$ cat src/rtl/comp_scan_pkg.sv
// Shared definitions for the serial arg-min/arg-max scan engine:
// FSM state encodings and the selection-mode constants.
package comp_scan_pkg;

    typedef enum logic [1:0] {
        ST_IDLE = 2'd0,
        ST_SCAN = 2'd1,
        ST_DONE = 2'd2
    } scan_state_t;

    localparam logic SEL_GREAT = 1'b1;
    localparam logic SEL_SMALL = 1'b0;

endpackage

$ cat src/rtl/comperator_scan_upd.sv
// Combinational replace decision for one accumulator slot.
// A candidate wins only if it carries valid data and either the slot is
// empty or its [hi:lo] field is strictly better in the selected direction,
// so ties always keep the element that arrived first.
module comperator_scan_upd
    import comp_scan_pkg::*;
#(
    parameter int data_wd = 16,
    parameter int hi      = 15,
    parameter int lo      = 0
) (
    input  logic [data_wd-1:0] best_dat,
    input  logic               best_dv,
    input  logic [data_wd-1:0] cand_dat,
    input  logic               cand_dv,
    input  logic               mode,
    output logic               replace
);

    logic [hi-lo:0] best_fld_s;
    logic [hi-lo:0] cand_fld_s;

    assign best_fld_s = best_dat[hi:lo];
    assign cand_fld_s = cand_dat[hi:lo];

    // Decide whether the candidate displaces the current slot contents
    always_comb begin
        replace = 1'b0;
        if (!cand_dv) begin
            replace = 1'b0;
        end else if (!best_dv) begin
            replace = 1'b1;
        end else if (mode == SEL_GREAT) begin
            replace = (cand_fld_s > best_fld_s);
        end else if (mode == SEL_SMALL) begin
            replace = (cand_fld_s < best_fld_s);
        end else begin
            replace = 1'b0;
        end
    end

endmodule

$ cat src/rtl/comperator_scan_ctrl.sv
// Sequential arg-min/arg-max engine: scans one frame of metrics over a
// valid/ready stream, keeps the running best in registers and presents it
// on a result handshake.
// Optional macro COMP_SCAN_SECOND_EN adds a runner-up result (res2_*).
module comperator_scan_ctrl
    import comp_scan_pkg::*;
#(
    parameter int data_wd = 16,
    parameter int idx_wd  = 4,
    parameter int hi      = 15,
    parameter int lo      = 0
) (
    input  logic               clk,
    input  logic               rst_n,
    input  logic               start,
    input  logic [idx_wd:0]    cfg_len,
    input  logic               cfg_great_n_small,
    input  logic [data_wd-1:0] in_dat,
    input  logic               in_dv,
    input  logic               in_vld,
    output logic               in_rdy,
    output logic [data_wd-1:0] res_dat,
    output logic [idx_wd-1:0]  res_idx,
    output logic               res_dv,
    output logic               res_vld,
    input  logic               res_rdy,
`ifdef COMP_SCAN_SECOND_EN
    output logic [data_wd-1:0] res2_dat,
    output logic [idx_wd-1:0]  res2_idx,
    output logic               res2_dv,
`endif
    output logic               busy
);

    localparam int cnt_wd = idx_wd + 1;

    scan_state_t          state_r;
    scan_state_t          state_nxt_s;
    logic [cnt_wd-1:0]    cnt_r;
    logic [cnt_wd-1:0]    len_r;
    logic                 mode_r;
    logic [data_wd-1:0]   best_dat_r;
    logic [idx_wd-1:0]    best_idx_r;
    logic                 best_dv_r;
    logic                 in_rdy_r;
    logic                 res_vld_r;
    logic                 busy_r;
    logic                 start_s;
    logic                 accept_s;
    logic                 last_s;
    logic                 repl_best_s;

    // Counter has one extra bit so a full 2^idx_wd frame never wraps early
    assign start_s  = (state_r == ST_IDLE) && start;
    assign accept_s = (state_r == ST_SCAN) && in_vld && in_rdy_r;
    assign last_s   = (cnt_r == (len_r - cnt_wd'(1)));

    comperator_scan_upd #(
        .data_wd (data_wd),
        .hi      (hi),
        .lo      (lo)
    ) u_upd_best (
        .best_dat (best_dat_r),
        .best_dv  (best_dv_r),
        .cand_dat (in_dat),
        .cand_dv  (in_dv),
        .mode     (mode_r),
        .replace  (repl_best_s)
    );

    // Next-state logic of the IDLE/SCAN/DONE controller
    always_comb begin
        state_nxt_s = state_r;
        case (state_r)
            ST_IDLE: begin
                if (start) begin
                    if (cfg_len != cnt_wd'(0)) begin
                        state_nxt_s = ST_SCAN;
                    end else begin
                        state_nxt_s = ST_DONE;
                    end
                end else begin
                    state_nxt_s = ST_IDLE;
                end
            end
            ST_SCAN: begin
                if (accept_s && last_s) begin
                    state_nxt_s = ST_DONE;
                end else begin
                    state_nxt_s = ST_SCAN;
                end
            end
            ST_DONE: begin
                if (res_rdy) begin
                    state_nxt_s = ST_IDLE;
                end else begin
                    state_nxt_s = ST_DONE;
                end
            end
            default: state_nxt_s = ST_IDLE;
        endcase
    end

    // State register and registered handshake/status outputs
    always_ff @(posedge clk or negedge rst_n) begin
        if (!rst_n) begin
            state_r   <= ST_IDLE;
            in_rdy_r  <= 1'b0;
            res_vld_r <= 1'b0;
            busy_r    <= 1'b0;
        end else begin
            state_r   <= state_nxt_s;
            in_rdy_r  <= (state_nxt_s == ST_SCAN);
            res_vld_r <= (state_nxt_s == ST_DONE);
            busy_r    <= (state_nxt_s != ST_IDLE);
        end
    end

    // Config latch, beat counter and best-element accumulator
    always_ff @(posedge clk or negedge rst_n) begin
        if (!rst_n) begin
            cnt_r      <= '0;
            len_r      <= '0;
            mode_r     <= SEL_SMALL;
            best_dat_r <= '0;
            best_idx_r <= '0;
            best_dv_r  <= 1'b0;
        end else if (start_s) begin
            cnt_r      <= '0;
            len_r      <= cfg_len;
            mode_r     <= cfg_great_n_small;
            best_dat_r <= '0;
            best_idx_r <= '0;
            best_dv_r  <= 1'b0;
        end else if (accept_s) begin
            cnt_r <= cnt_r + cnt_wd'(1);
            if (repl_best_s) begin
                best_dat_r <= in_dat;
                best_idx_r <= cnt_r[idx_wd-1:0];
                best_dv_r  <= 1'b1;
            end
        end
    end

`ifdef COMP_SCAN_SECOND_EN
    logic [data_wd-1:0] sec_dat_r;
    logic [idx_wd-1:0]  sec_idx_r;
    logic               sec_dv_r;
    logic               repl_sec_s;

    comperator_scan_upd #(
        .data_wd (data_wd),
        .hi      (hi),
        .lo      (lo)
    ) u_upd_sec (
        .best_dat (sec_dat_r),
        .best_dv  (sec_dv_r),
        .cand_dat (in_dat),
        .cand_dv  (in_dv),
        .mode     (mode_r),
        .replace  (repl_sec_s)
    );

    // Runner-up slot: a new winner demotes the old best, else strict update
    always_ff @(posedge clk or negedge rst_n) begin
        if (!rst_n) begin
            sec_dat_r <= '0;
            sec_idx_r <= '0;
            sec_dv_r  <= 1'b0;
        end else if (start_s) begin
            sec_dat_r <= '0;
            sec_idx_r <= '0;
            sec_dv_r  <= 1'b0;
        end else if (accept_s) begin
            if (repl_best_s) begin
                sec_dat_r <= best_dat_r;
                sec_idx_r <= best_idx_r;
                sec_dv_r  <= best_dv_r;
            end else if (repl_sec_s) begin
                sec_dat_r <= in_dat;
                sec_idx_r <= cnt_r[idx_wd-1:0];
                sec_dv_r  <= 1'b1;
            end
        end
    end

    assign res2_dat = sec_dat_r;
    assign res2_idx = sec_idx_r;
    assign res2_dv  = sec_dv_r;
`endif

    assign in_rdy  = in_rdy_r;
    assign res_vld = res_vld_r;
    assign busy    = busy_r;
    assign res_dat = best_dat_r;
    assign res_idx = best_idx_r;
    assign res_dv  = best_dv_r;

endmodule

$ cat config.mk
export PLATFORM = sky130hd
export DESIGN_NAME = comperator_scan_ctrl
export DESIGN_NICKNAME = d
export VERILOG_FILES = /design/src/rtl/comp_scan_pkg.sv /design/src/rtl/comperator_scan_upd.sv /design/src/rtl/comperator_scan_ctrl.sv
export SDC_FILE = /design/constraint.sdc
export NUM_CORES = 1
export LEC_CHECK = 0
export BUFFER_PORTS_ARGS = -buffer_cell sky130_fd_sc_hd__clkbuf_2
export CORE_AREA = 2 2 52 103
export CTS_BUF_LIST = sky130_fd_sc_hd__clkbuf_16
export DETAILED_ROUTE_END_ITERATION = 12
export DIE_AREA = 0 0 54 105
export GPL_ROUTABILITY_DRIVEN = 0
export PLACE_DENSITY = 0.69
export SETUP_SLACK_MARGIN = 0.2
export SLEW_MARGIN = 25
export SYNTH_ARGS = -nofsm -noshare
export SYNTH_HDL_FRONTEND = slang
export SYNTH_SLANG_ARGS = --single-unit
$ cat constraint.sdc
create_clock -name clk -period 2.45 [get_ports clk]
set_input_delay 0 -clock clk [delete_from_list [all_inputs] [get_ports clk]]
set_output_delay 0 -clock clk [all_outputs]
set_load 0.05 [all_outputs]
### After elaboration in Yosys (flattened, before gate mapping)

Cells that the tools add are included.

* bits in registers: 37
* latch bits: 0
* bits in writable memories: 0
* ROM bits: 0
* output and inout bits: 24
* memories: 0

* add/sub/neg operators: 2
* multiply operators: 0
* div/mod/pow operators: 0
* order comparisons: 2
* eq/ne operators: 5
* shift operators: 0
* mux-type cells: 19
* bitwise logic cells: 0
* reduce and logical (&&, ||, !) cells: 10

Operators by type and width (count)
* two-way mux 16 bit: 3
* > comparator 16 bit: 1
* < comparator 16 bit: 1
* two-way mux 4 bit: 3
* two-way mux 5 bit: 2
* two-way mux 2 bit: 4
* two-way mux 1 bit: 6
* one-hot mux 2 bit (3 select lines): 1
* nonzero test 2 bit: 3
* adder 5 x 1 -> 5 bit (second input constant): 1
* equality test 5 bit: 1
* nonzero test 5 bit: 1
* subtractor 5 x 1 -> 5 bit (second input constant): 1
* equality test 2 x 1 -> 1 bit (second input constant): 2
* equality test 2 bit (second input constant): 2
* logical AND 1 bit: 4
* logical NOT 2 bit: 1
* AND reduction 2 bit: 1

### Logic depth before layout (Yosys ltp)

Gate-level depths: netlist of the first run.

* depth after elaboration: 7
* depth in mapped cells: 9
* depth with buffers taken out: 8

### Cells and area by module

Synthesis of the first run repeated with hierarchy kept, for this count alone.

* cell total of the unflattened synthesis: 226
* area, all modules: 2114.5 µm²

By module, submodules not included
* comperator_scan_ctrl: instances 1, cells each 168, area an instance 1690.4 µm², sequential area each 925.9 µm²
* comperator_scan_upd: instances 1, cells each 58, area an instance 424.2 µm², sequential area each 0.0 µm²

### Least setup slack after synthesis of the first run

OpenSTA, ideal clock, no wires.

* path type: register to register
* start: register best_dat_r[15], in the netlist res_dat[15]
* end: register best_dat_r[12], in the netlist res_dat[12]
* library setup time: 125 ps
* data arrival time: 2303 ps
* data required time: 2325 ps
* setup slack: 21 ps
* cell stages (with the launch flop): 10
* period minus slack after synthesis: 2429 ps
* cell sequence: dfrtp_1 -> inv_1 -> ha_1 -> and4_1 -> nand3_1 -> a21o_1 -> nand3_1 -> mux2i_1 -> buf_4 -> mux2_4

* longest elaborated chain between the ends: 6

RTL lines
* start, declared: line comperator_scan_ctrl.sv:42 `logic [data_wd-1:0] best_dat_r;`
* start signal, assigned: line comperator_scan_ctrl.sv:138 `best_dat_r <= in_dat;`
* < comparator 16 bit or > comparator 16 bit (tied branches): line comperator_scan_upd.sv:36, comperator_scan_upd.sv:34
* two-way mux 1 bit *: line comperator_scan_upd.sv:33 `end else if (mode == SEL_GREAT) begin`
* two-way mux 1 bit *: line comperator_scan_upd.sv:31 `end else if (!best_dv) begin`
* two-way mux 1 bit *: line comperator_scan_upd.sv:29 `if (!cand_dv) begin`
* nonzero test 2 bit (no line) *
* AND reduction 2 bit (no line) *

Every way passes the cells marked *; elsewhere a longest branch is shown, timed or not.
A chain may end at the register's enable or synchronous reset.

### Final worst setup path of the first run

* start: register best_dat_r[8], in the netlist res_dat[8]
* end: register best_dat_r[8], in the netlist res_dat[8]

The elaborated chain is that of the path after synthesis.

==> results of run 1 <==
synth_stat cells (all sizes together):
cell    number
o21ai        6
xor2         4
mux2i        6
a21o         2
a22oi        1
nor3         3
mux2        15
nor2b        3
nand4        3
o21ba        1
xnor2        5
o221a        1
ha          18
a211o        2
nand2       26
o211ai       1
dfrtp       37
buf          5
and2         1
inv         23
nand3        4
clkbuf       3
and4         4
a21oi       18
nor2        24
nand4b       1
cell type report:
type	instances	area, um2	share of cell area, %
multi-input combinational	149	1230	40.2
inverter	23	86.3	2.82
clock inverter	3	13.8	0.449
clock buffer	5	125	4.08
sequential	37	942	30.8
tap	57	71.3	2.33
timing repair buffer	84	594	19.4
per-stage QoR:
stage | cells | total power, mW | setup slack (ns) | area (um2) | utilization [%]
2_1_floorplan | 217 | 2.55 | 0.201 | 2170 | -
3_3_place_gp | 321 | 2.95 | 0.263 | 2500 | 51.5
3_5_place_dp | 321 | 3.00 | 0.224 | 2500 | 51.5
4_1_cts | 352 | 3.66 | 0.216 | 2870 | 59.1
5_1_grt | 358 | 4.11 | 0.0743 | 3060 | 63.0
6_report | 358 | 3.86 | 0.168 | 3060 | 63.0
worst register-to-register path: stages, from the launching register on:
cell       delay, ns
dfrtp_2         0.35
inv_1           0.06
ha_1            0.29
and4_4          0.23
nand3_2         0.09
a21o_1          0.18
nand3_2         0.09
mux2i_4         0.35
clkbuf_16       0.23
mux2_4          0.30
layer usage:
layer / up-vias / track usage (%) / wire, um
li1: 894 / - / -
met3: 9 / 3.14 / 169
met4: 0 / 7.50 / 108
met1: 886 / 17.0 / 2000
met5: - / 0 / 0
met2: 46 / 37.5 / 3220
worst paths after layout:
kind | to
max | res_dat[8]$_DFFE_PN0P_
min reg2reg | len_r[4]$_DFFE_PN0P_
max in group asynchronous | res_dat[10]$_DFFE_PN0P_
min | busy$_DFF_PN0_
min in group asynchronous | res_dat[2]$_DFFE_PN0P_
max reg2reg | res_dat[8]$_DFFE_PN0P_
layout by cell type (no fill, tap or decap), types with 3 or more instances in the layout:
master and count:
dlygate4sd3_1 23, nand2_1 26, inv_2 7, xor2_1 4
xnor2_1 5, o21ai_1 3, nor3_1 3, o21ai_0 3
a21oi_1 17, nand4_1 3, ha_1 10, dfrtp_2 13
ha_4 8, clkbuf_2 50, dfrtp_1 24, clkbuf_16 6
mux2_4 15, buf_4 7, nor2_1 24, inv_1 17
mux2i_1 5
state kept, by name (all words and copies together), names as in the netlist:
name / flops
busy: 1
res_idx: 4
cnt_r: 5
mode_r: 1
res_dv: 1
state_r: 2
len_r: 5
res_vld: 1
res_dat: 16
in_rdy: 1
power by group through the flow:
stage | Sequential [mW] | Clock, mW | Combinational (mW)
2_1_floorplan | 1.58 | 0 | 0.973
3_3_place_gp | 1.07 | 0 | 1.88
3_5_place_dp | 1.09 | 0 | 1.92
4_1_cts | 1.08 | 0.621 | 1.96
5_1_grt | 1.11 | 0.641 | 2.36
6_report | 1.08 | 0.613 | 2.17
cell families after synthesis:
kind of cell | after synthesis | share of synthesized area, %
mux | 21 | 13.3
buf+inv | 31 | 6.05
simple gates | 69 | 14.5
flops | 37 | 43.0
xor+xnor | 9 | 3.66
compound gates | 32 | 8.96
fa+ha+maj | 18 | 10.5
timing repair:
action / 4_1_cts / 5_1_grt
hold endpoints to repair: 59 / 0
setup endpoints to repair: 0 / 15
gates resized for setup: 0 / 17
buffers inserted: 0 / 5
hold buffers: 23 / 0
==> impl_results.md, run 1 <==
* CP Capture Type: register
* Routed wire length at around 5500 um
* Finish-stage setup viols at 0
* Clock power frac at between 15 and 20%
* Slew at the pin closest to its max-slew limit at 0.838 ns
* Fin crit period at 2.28 ns
* Cts bufs inserted at 5
* Buf/Inv on CP at 2
* RSZ-0062 raised after global routing: yes
* Status: complete, no violations
* R2r setup slk at 0.17 ns
* Port Buf Inserts at 51
* CTS Sinks at 37
* Post-synth top area cell: dfrtp_1
* Initial antenna violation count at 0
* LEAKAGE at 1.54 nW
* CP dominant cell by count: nand3_2
* Hold Crit Start: start
* Yosys warnings at 0
* Share of layout cells above drive strength 1 at roughly two fifths
* FF+latch count, synth at 37
* Final Slew Violations at 0
* Post-synth cell types at 31
* Vias in the first global route at roughly 1900
* Die height at ~110 um
* Root Buffer: clkbuf_16
* Total GRT Usage at approximately a fifth
* Register share of total power at between 20% and 30%
* Detail Route Antenna Nets at 0
* Grt ovf at 0
* Req. time, crit path at 2.62 ns
* Clk_lat worst skew at 0.28 ns
* First-pass DRT Iterations at 4
* Layout area overhead at 42.4%
* Worst-path fanout max at 8
* Slowest stage delay, CP at 0.35 ns
* CORE AREA at roughly 5000 um2
* Htree depth at 2
* Final worst path period share at 93.1%
* Post-Syn Instances at about 220
* Largest net degree at the start of global routing at 38
* Vias at 1835
* Crit path from: res_dat[8]$_DFFE_PN0P_
* Critical path type: reg -> reg
* Delay-heaviest family, CP: multiplexers
* VDD IR-drop max at 0.723 mV
* WP depth at 9
* Wire per inst at about 15 um
* Net Count, Synth at roughly 260
* Die ar. at 5670 um2
* Critical R2R Launch: res_dat[8]$_DFFE_PN0P_
* Switch share at 45.2%
* Initial core utilization at 44.2%
* CTS Buffer Depth at 2
* NetSw at 1.75 mW
* Gate power share at 56.2%
* Die width at 54 um
* Fin. Hold Viols at 0
* TritonCTS clock tree: yes
* Max Cap Violations at 0
* Post-route setup TNS at 0 ns
* Fillers at 388
* Synth top area share at 43.0%
* Hold-critical path depth at 3
* Fmax at 438 MHz
* Min Hold Slack at 0.00377 ns
* R2R depth at 9
* Worst hold path type: in -> reg
* Clk slew on worst S/H paths at 0.06 ns
* Nets at 346
* Setup Skew at around 0.0066 ns
* Syn Std Cell Area at 2150 um2
* Avg Cell Area, Syn at 9.91 um2
* Synth area leaders: dfrtp_1 43%, ha_1 10%, mux2_4 10%
* CP arrival at 2.45 ns
* Pwr per Cell Area at around 1300 nW/um2
* Sequential area share after synthesis at 43.0%
* Int Power at 2.12 mW
* 1st-iter DRT viols at 17
* HPWL after DPL at 3610 um
* First-pass GRT wire length at 7940 um
* Io pins at 52
* CP Launch Type: register
* Antenna cells at 0
* Vias per cell at around 5.1
* Worst path slowest cell: dfrtp_2
* Number of remaining DRC errors at 0
* Slew headroom at 44.2%
* Cell Chain, Critical Path: inv_1 -> ha_1 -> and4_4 -> nand3_2 -> a21o_1 -> nand3_2 -> mux2i_4 -> clkbuf_16 -> mux2_4
* Row cnt at 36
(Power assumes the default switching activity.)
==> inputs of run 2 (changes only) <==
- CELL_PAD_IN_SITES_DETAIL_PLACEMENT: default -> 1
- CELL_PAD_IN_SITES_GLOBAL_PLACEMENT: default -> 1
- CORE_AREA: 2 2 52 103 -> 2 2 55 109
- DIE_AREA: 0 0 54 105 -> 0 0 57 111
- PLACE_DENSITY: 0.69 -> 0.78
==> run 2 against run 1 <==
Sequential power about the same; critical path depth unchanged; worst hold slack improved by 0.031 ns; count of clock-buffer cells in the layout unchanged; critical path type unchanged; largest cell class unchanged; largest power group unchanged.
==> impl_results.md, run 2 (synthesized netlist as in run 1, its figures left out) <==
* Status: complete, no violations
* Vias at 1865 (+1.6%)
* VDD IR-drop max at 0.976 mV (+35%)
* Delay-heaviest family, CP: multiplexers
* Detail Route Antenna Nets at 0 (unchanged)
* Total GRT Usage at 18.7% (-0.23 points)
* Post-route setup TNS at 0 ns (unchanged)
* Max reg flops at 16 (unchanged)
* GRT busiest layer: met2
* Initial core utilization at 38.7% (-5.5 points)
* CP Launch Type: register
* CP dominant cell by count: nand3_2
* Finished layout cell area at 3060 um2 (about the same)
* Max Cap Violations at 0 (unchanged)
* Io pins at 52 (unchanged)
* Placed cell areas at 2520 um2 (+0.80%)
* Most frequent cells in the layout: 50 x clkbuf_2, 26 x nand2_1, 24 x nor2_1, 24 x dfrtp_1, 23 x dlygate4sd3_1
* Fmax at 455 MHz (+3.8%)
* Layout area overhead at 42.4% (about the same)
* RSZ-0062 raised after global routing: no
* 1st-iter DRT viols at 32 (+15)
* Largest net degree at the start of global routing at 38 (unchanged)
* Wire per inst at 16.7 um (+9.0%)
* Pwr per Cell Area at 1290 nW/um2 (+2.1%)
* Initial antenna violation count at 0 (unchanged)
* Slew at the pin closest to its max-slew limit at 0.871 ns (+0.0336 ns)
* Slew headroom at 41.9% (-2.2 points)
* Routed wire length at 6020 um (+9.6%)
* HPWL after DPL at 3920 um (+8.6%)
* Number of remaining DRC errors at 0 (unchanged)
* Die width at 57 um (+5.6%)
* Final Slew Violations at 0 (unchanged)
* Die height at 111 um (+5.7%)
* Most common cell after layout, fill and taps aside: clkbuf_2
* Worst hold path type: in -> reg
* Row cnt at 39 (+8.3%)
* Setup Skew at 0.00938 ns (+0.00282 ns)
* CP Capture Type: register
* Fin. Hold Viols at 0 (unchanged)
* First-pass DRT Iterations at 4 (unchanged)
* Port Buf Inserts at 51 (unchanged)
* Fin crit period at 2.20 ns (-0.0839 ns)
* Vias per cell at 5.18 (+1.1%)
* Worst path slowest cell: dfrtp_2
* Share of layout cells above drive strength 1 at 39.5% (-0.40 points)
* TritonCTS clock tree: yes
* Fillers at 640 (+65%)
* Die ar. at 6330 um2 (+12%)
* Final worst path period share at 89.7% (-3.4 points)
* Grt ovf at 0 (unchanged)
* Buf/Inv on CP at 2 (unchanged)
* Req. time, crit path at 2.61 ns (about the same)
* DP Cell Count at 327 (+1.9%)
* CTS Sinks at 37 (unchanged)
* Htree depth at 2 (unchanged)
* Vias in the first global route at 2001 (+7.1%)
* Nets at 344 (-0.58%)
* Finish-stage setup viols at 0 (unchanged)
* Root Buffer: clkbuf_16
* Layout Cells excl Fill at 360 (+0.56%)
* Worst-path fanout max at 8 (unchanged)
* Critical path type: reg -> reg
* Met2 global-route usage at 31.3% (-6.2 points)
* First-pass GRT wire length at 9330 um (+18%)
* GRT met1 Usage at 23.8% (+6.9 points)
* LEAKAGE at 1.53 nW (-0.69%)
* Cts bufs inserted at 5 (unchanged)
* CTS Buffer Depth at 2 (unchanged)
* Clk slew on worst S/H paths at 0.06 ns (about the same)
* Clk_lat worst skew at 0.29 ns (about the same)
* Met3 Use GR at 3.38% (+0.24 points)
* Antenna cells at 0 (unchanged)
* Cell Chain, Critical Path: inv_1 -> ha_1 -> and4_4 -> nand3_2 -> a21o_1 -> nand3_2 -> mux2i_4 -> buf_6 -> mux2_4
* CP arrival at 2.36 ns (-0.09 ns)
* CORE AREA at 5560 um2 (+14%)
* Slowest stage delay, CP at 0.36 ns (about the same)
[run 2: changes by cell type in the layout (fill, tap and decap cells not counted)]
| cell | delta |
|---|---|
| and4_1 | -1 |
| clkinv_2 | -2 |
| bufinv_16 | +1 |
| o21ai_1 | -1 |
| clkinv_1 | +1 |
| a21oi_2 | +1 |
| a21oi_1 | -1 |
| clkbuf_16 | -1 |
| buf_6 | +1 |
| and4_4 | +1 |
| o21ai_0 | +1 |
| buf_4 | -2 |
| nor2b_1 | +1 |
| nor2b_4 | -1 |
[run 2: area by class of cell]
| class | instances | area, um2 | share of cell area, % |
|---|---|---|---|
| inverters | 23 | 86.3 | 2.82 |
| flip-flops and latches | 37 | 942 | 30.8 |
| clock buffers | 5 | 125 | 4.09 |
| well taps | 61 | 76.3 | 2.49 |
| repair buffers | 82 | 566 | 18.5 |
| clock inverters | 3 | 37.5 | 1.23 |
| multi-input cells | 149 | 1230 | 40.1 |
[run 2: metal layers]
layer	vias to the layer above	share of wire (%)
met1	918	40
met3	8	3.8
li1	891	-
met5	-	0
met2	48	54
met4	0	1.7
[run 2: through the flow]
stage | utilization, % | total power [mW] | worst slack, ns | hold WS, ns
6_report | 55.0 | 3.95 | 0.252 | 0.0352
5_1_grt | 55.0 | 4.20 | 0.166 | 0.0312
4_1_cts | 52.9 | 3.85 | 0.223 | 0.0236
3_5_place_dp | 45.4 | 3.05 | 0.143 | 0.204
3_3_place_gp | 45.4 | 2.96 | 0.207 | 0.183
2_1_floorplan | - | 2.55 | 0.201 | -0.296
[run 2: final timing paths]
path	start	end	slack, ns	cells after the start
worst max-delay path	res_dat[8]$_DFFE_PN0P_	res_dat[4]$_DFFE_PN0P_	0.25	9
worst min-delay path	start	busy$_DFF_PN0_	0.04	3
worst max register to register	res_dat[8]$_DFFE_PN0P_	res_dat[4]$_DFFE_PN0P_	0.25	9
worst min register to register	len_r[4]$_DFFE_PN0P_	len_r[4]$_DFFE_PN0P_	0.51	2
max in group asynchronous	rst_n	res_dat[1]$_DFFE_PN0P_	1.48	2
min in group asynchronous	rst_n	res_dat[3]$_DFFE_PN0P_	0.37	2
[run 2: worst register-to-register path: cells and delay by family (launching register included)]
kind,cells,cell delay [ns]
compound gates,1,0.18
fa+ha+maj,1,0.27
buf+inv,2,0.26
flops,1,0.36
mux,2,0.59
simple gates,3,0.42
[run 2: where the power goes]
part | internal (mW) | switching (mW) | total, mW | leakage [nW]
clock network | 0.473 | 0.252 | 0.725 | 0.0826
logic | 0.836 | 1.30 | 2.14 | 0.995
registers | 0.872 | 0.213 | 1.09 | 0.453
[run 2: what timing repair did]
action | CTS | global route
endpoints found under the setup margin | 10 | 18
pin swaps | 1 | 2
resized for setup | 2 | 15
hold buffers | 23 | 0
setup buffers | 2 | 0
hold endpoints to repair | 59 | 0
==> inputs of run 3 (changes only) <==
- BUFFER_PORTS_ARGS: -buffer_cell sky130_fd_sc_hd__clkbuf_2 -> -buffer_cell sky130_fd_sc_hd__buf_2
==> run 3 against run 2 <==
Worst setup slack lost 0.010 ns; first-iteration DRC count shrank 6.3%; clock skew shrank 0.0027 ns; critical endpoint is now res_dat[10]$_DFFE_PN0P_; via count grew 0.43%; largest cell class unchanged; worst hold slack lost 0.023 ns; critical path type unchanged.
==> impl_results.md, run 3 (synthesized netlist as in run 1, its figures left out) <==
* Status: complete, no violations
* Met3 wire length at 234 um (+2.6%)
* Port Buf Inserts at 51 (unchanged)
* Io pins at 52 (unchanged)
* Vias in the first global route at 2052 (+2.5%)
* Initial antenna violation count at 0 (unchanged)
* Slowest stage delay, CP at 0.37 ns (about the same)
* Final worst setup slack at 0.242 ns (-0.0100 ns)
* Req. time, crit path at 2.62 ns (about the same)
* Fin crit period at 2.21 ns (+0.0100 ns)
* First-pass GRT wire length at 9720 um (+4.1%)
* CP Launch Type: register
* Hold Crit Start: in_dv
* Layout Cells excl Fill at 363 (+0.83%)
* WL met1 at 2500 um (+2.7%)
* 1st-iter DRT viols at 30 (-6.3%)
* TritonCTS clock tree: yes
* R2r setup slk at 0.24 ns (about the same)
* Worst hold path type: in -> reg
* Hold-critical path depth at 3 (unchanged)
* CORE AREA at 5560 um2 (unchanged)
* Area of the multi-input gates at 1240 um2 (+1.0%)
* Number of remaining DRC errors at 0 (unchanged)
* Met2 Wirelength at 3510 um (+7.8%)
* Fin. Hold Viols at 0 (unchanged)
* CP dominant cell by count: nand3_2
* Die width at 57 um (unchanged)
* Most common cell after layout, fill and taps aside: buf_2
* Worst path slowest cell: dfrtp_2
* Highest Signal Layer: met4
* Slew at the pin closest to its max-slew limit at 0.849 ns (-0.0224 ns)
* Max Cap Violations at 0 (unchanged)
* Detail Route Antenna Nets at 0 (unchanged)
* Sequential Area at 942 um2 (unchanged)
* Total GRT Usage at 19.6% (+0.84 points)
* Post-place setup slack at 0.165 ns (+0.0224 ns)
* Root Buffer: clkbuf_16
* Finish-stage setup viols at 0 (unchanged)
* Die height at 111 um (unchanged)
* Worst-path fanout max at 10 (+2)
* Delay-heaviest family, CP: multiplexers
* Post-route setup TNS at 0 ns (unchanged)
* Htree depth at 2 (unchanged)
* Clk slew on worst S/H paths at 0.06 ns (about the same)
* Setup Skew at 0.00672 ns (-0.00266 ns)
* Grt ovf at 0 (unchanged)
* CP arrival at 2.38 ns (+0.02 ns)
* Vias per cell at 5.16 (-0.40%)
* RSZ-0062 raised after global routing: yes
* VDD IR-drop max at 0.846 mV (-13%)
* CTS Buffer Depth at 2 (unchanged)
* R2R depth at 9 (unchanged)
* CP Capture Type: register
* First-pass DRT Iterations at 6 (+2)
* HPWL after DPL at 3810 um (-2.8%)
* DP Cell Count at 327 (unchanged)
* Pwr per Cell Area at 1310 nW/um2 (+1.3%)
* Routed wire length at 6400 um (+6.2%)
* CTS Sinks at 37 (unchanged)
* Antenna cells at 0 (unchanged)
* Initial core utilization at 38.7% (unchanged)
* Nets at 347 (+0.87%)
* Vias at 1873 (+0.43%)
* Hold Path End: res_dv$_DFFE_PN0P_
* RR Endpoint: res_dat[10]$_DFFE_PN0P_
* Fillers at 613 (-4.2%)
* Clk_lat worst skew at 0.29 ns (about the same)
* Max reg flops at 16 (unchanged)
* Wire per inst at 17.6 um (+5.3%)
* Slew headroom at 43.4% (+1.5 points)
* Tot Pwr at 4.05 mW (+2.7%)
* Largest net degree at the start of global routing at 38 (unchanged)
* Die ar. at 6330 um2 (unchanged)
* Cts bufs inserted at 5 (unchanged)
* Critical path type: reg -> reg
* Final Slew Violations at 0 (unchanged)
* Layout area overhead at 44.2%
* Final worst path period share at 90.1% (+0.41 points)
* Buf/Inv on CP at 2 (unchanged)
* Share of layout cells above drive strength 1 at 42.7% (+3.3 points)
* Cell Chain, Critical Path: inv_1 -> ha_1 -> and4_4 -> nand3_2 -> a21o_1 -> nand3_2 -> mux2i_4 -> buf_12 -> mux2_4
* Fmax at 453 MHz (-0.45%)
* Most frequent cells in the layout: 51 x buf_2, 26 x nand2_1, 24 x nor2_1, 24 x dfrtp_1, 22 x dlygate4sd3_1
* Row cnt at 39 (unchanged)
* Critical R2R Launch: res_dat[8]$_DFFE_PN0P_
* Core Util, Final at 55.8% (+0.72 points)
* LEAKAGE at 1.54 nW (+0.82%)
run 3: cell count changes in the layout (fill, tap and decap cells not counted), sizes merged:
cell         previous run  this run
buf                     9        63
clkbuf                 55         5
clkinvlp                0         1
dlygate4sd3            23        22
inv                    24        23
run 3: cell type report:
| type | instances | share of cell area (%) |
|---|---|---|
| Multi-Input combinational cell | 149 | 40.0 |
| Sequential cell | 37 | 30.4 |
| Timing Repair Buffer | 85 | 19.0 |
| Clock buffer | 5 | 4.03 |
| Inverter | 23 | 2.78 |
| Tap cell | 61 | 2.46 |
| Clock inverter | 3 | 1.33 |
run 3: worst register-to-register path, delay by kind of cell, from the launching register on:
family | cells | cell delay (ns)
AOI/OAI and AO/OA | 1 | 0.17
adders and majority gates | 1 | 0.27
buffers and inverters | 2 | 0.26
DFF | 1 | 0.37
muxes | 2 | 0.61
and+or+nand+nor | 3 | 0.41
run 3: metal layers:
layer,track usage (%),up-vias
li1,-,898
met1,23.5,909
met2,33.6,55
met3,4.08,11
met4,6.98,0
met5,0,-
run 3: how the worst max path moves through the flow:
stage | slack (ns) | start | end | cells past startpoint
global route | 0.18 | res_dat[8]$_DFFE_PN0P_ | res_dat[0]$_DFFE_PN0P_ | 10
detailed placement | 0.17 | res_dat[11]$_DFFE_PN0P_ | res_dat[1]$_DFFE_PN0P_ | 9
floorplan | 0.20 | res_dat[12]$_DFFE_PN0P_ | res_dat[12]$_DFFE_PN0P_ | 9
finish | 0.24 | res_dat[8]$_DFFE_PN0P_ | res_dat[10]$_DFFE_PN0P_ | 9
global placement | 0.21 | res_dat[11]$_DFFE_PN0P_ | res_dat[5]$_DFFE_PN0P_ | 9
CTS | 0.22 | res_dat[11]$_DFFE_PN0P_ | res_dat[1]$_DFFE_PN0P_ | 9
run 3: where the power goes:
part | switching [mW] | leakage (nW) | internal, mW | total (mW)
registers | 0.219 | 0.453 | 0.873 | 1.09
logic | 1.34 | 1.01 | 0.883 | 2.22
clock network | 0.260 | 0.0775 | 0.476 | 0.736
total | 1.82 | 1.54 | 2.23 | 4.05
run 3: through the flow:
stage               hold slack (ns)  area [um2]
global placement              0.148        2520
detailed placement            0.161        2520
finish                       0.0123        3100
CTS                        0.000358        2920
floorplan                    -0.296        2170
global route                 0.0274        3100
run 3: timing repair:
item,4_1_cts,5_1_grt
hold buffers,22,0
endpoints found under the setup margin,18,18
endpoints found under the hold margin,58,0
pin swaps,0,9
resized for setup,3,22
setup buffers,0,6
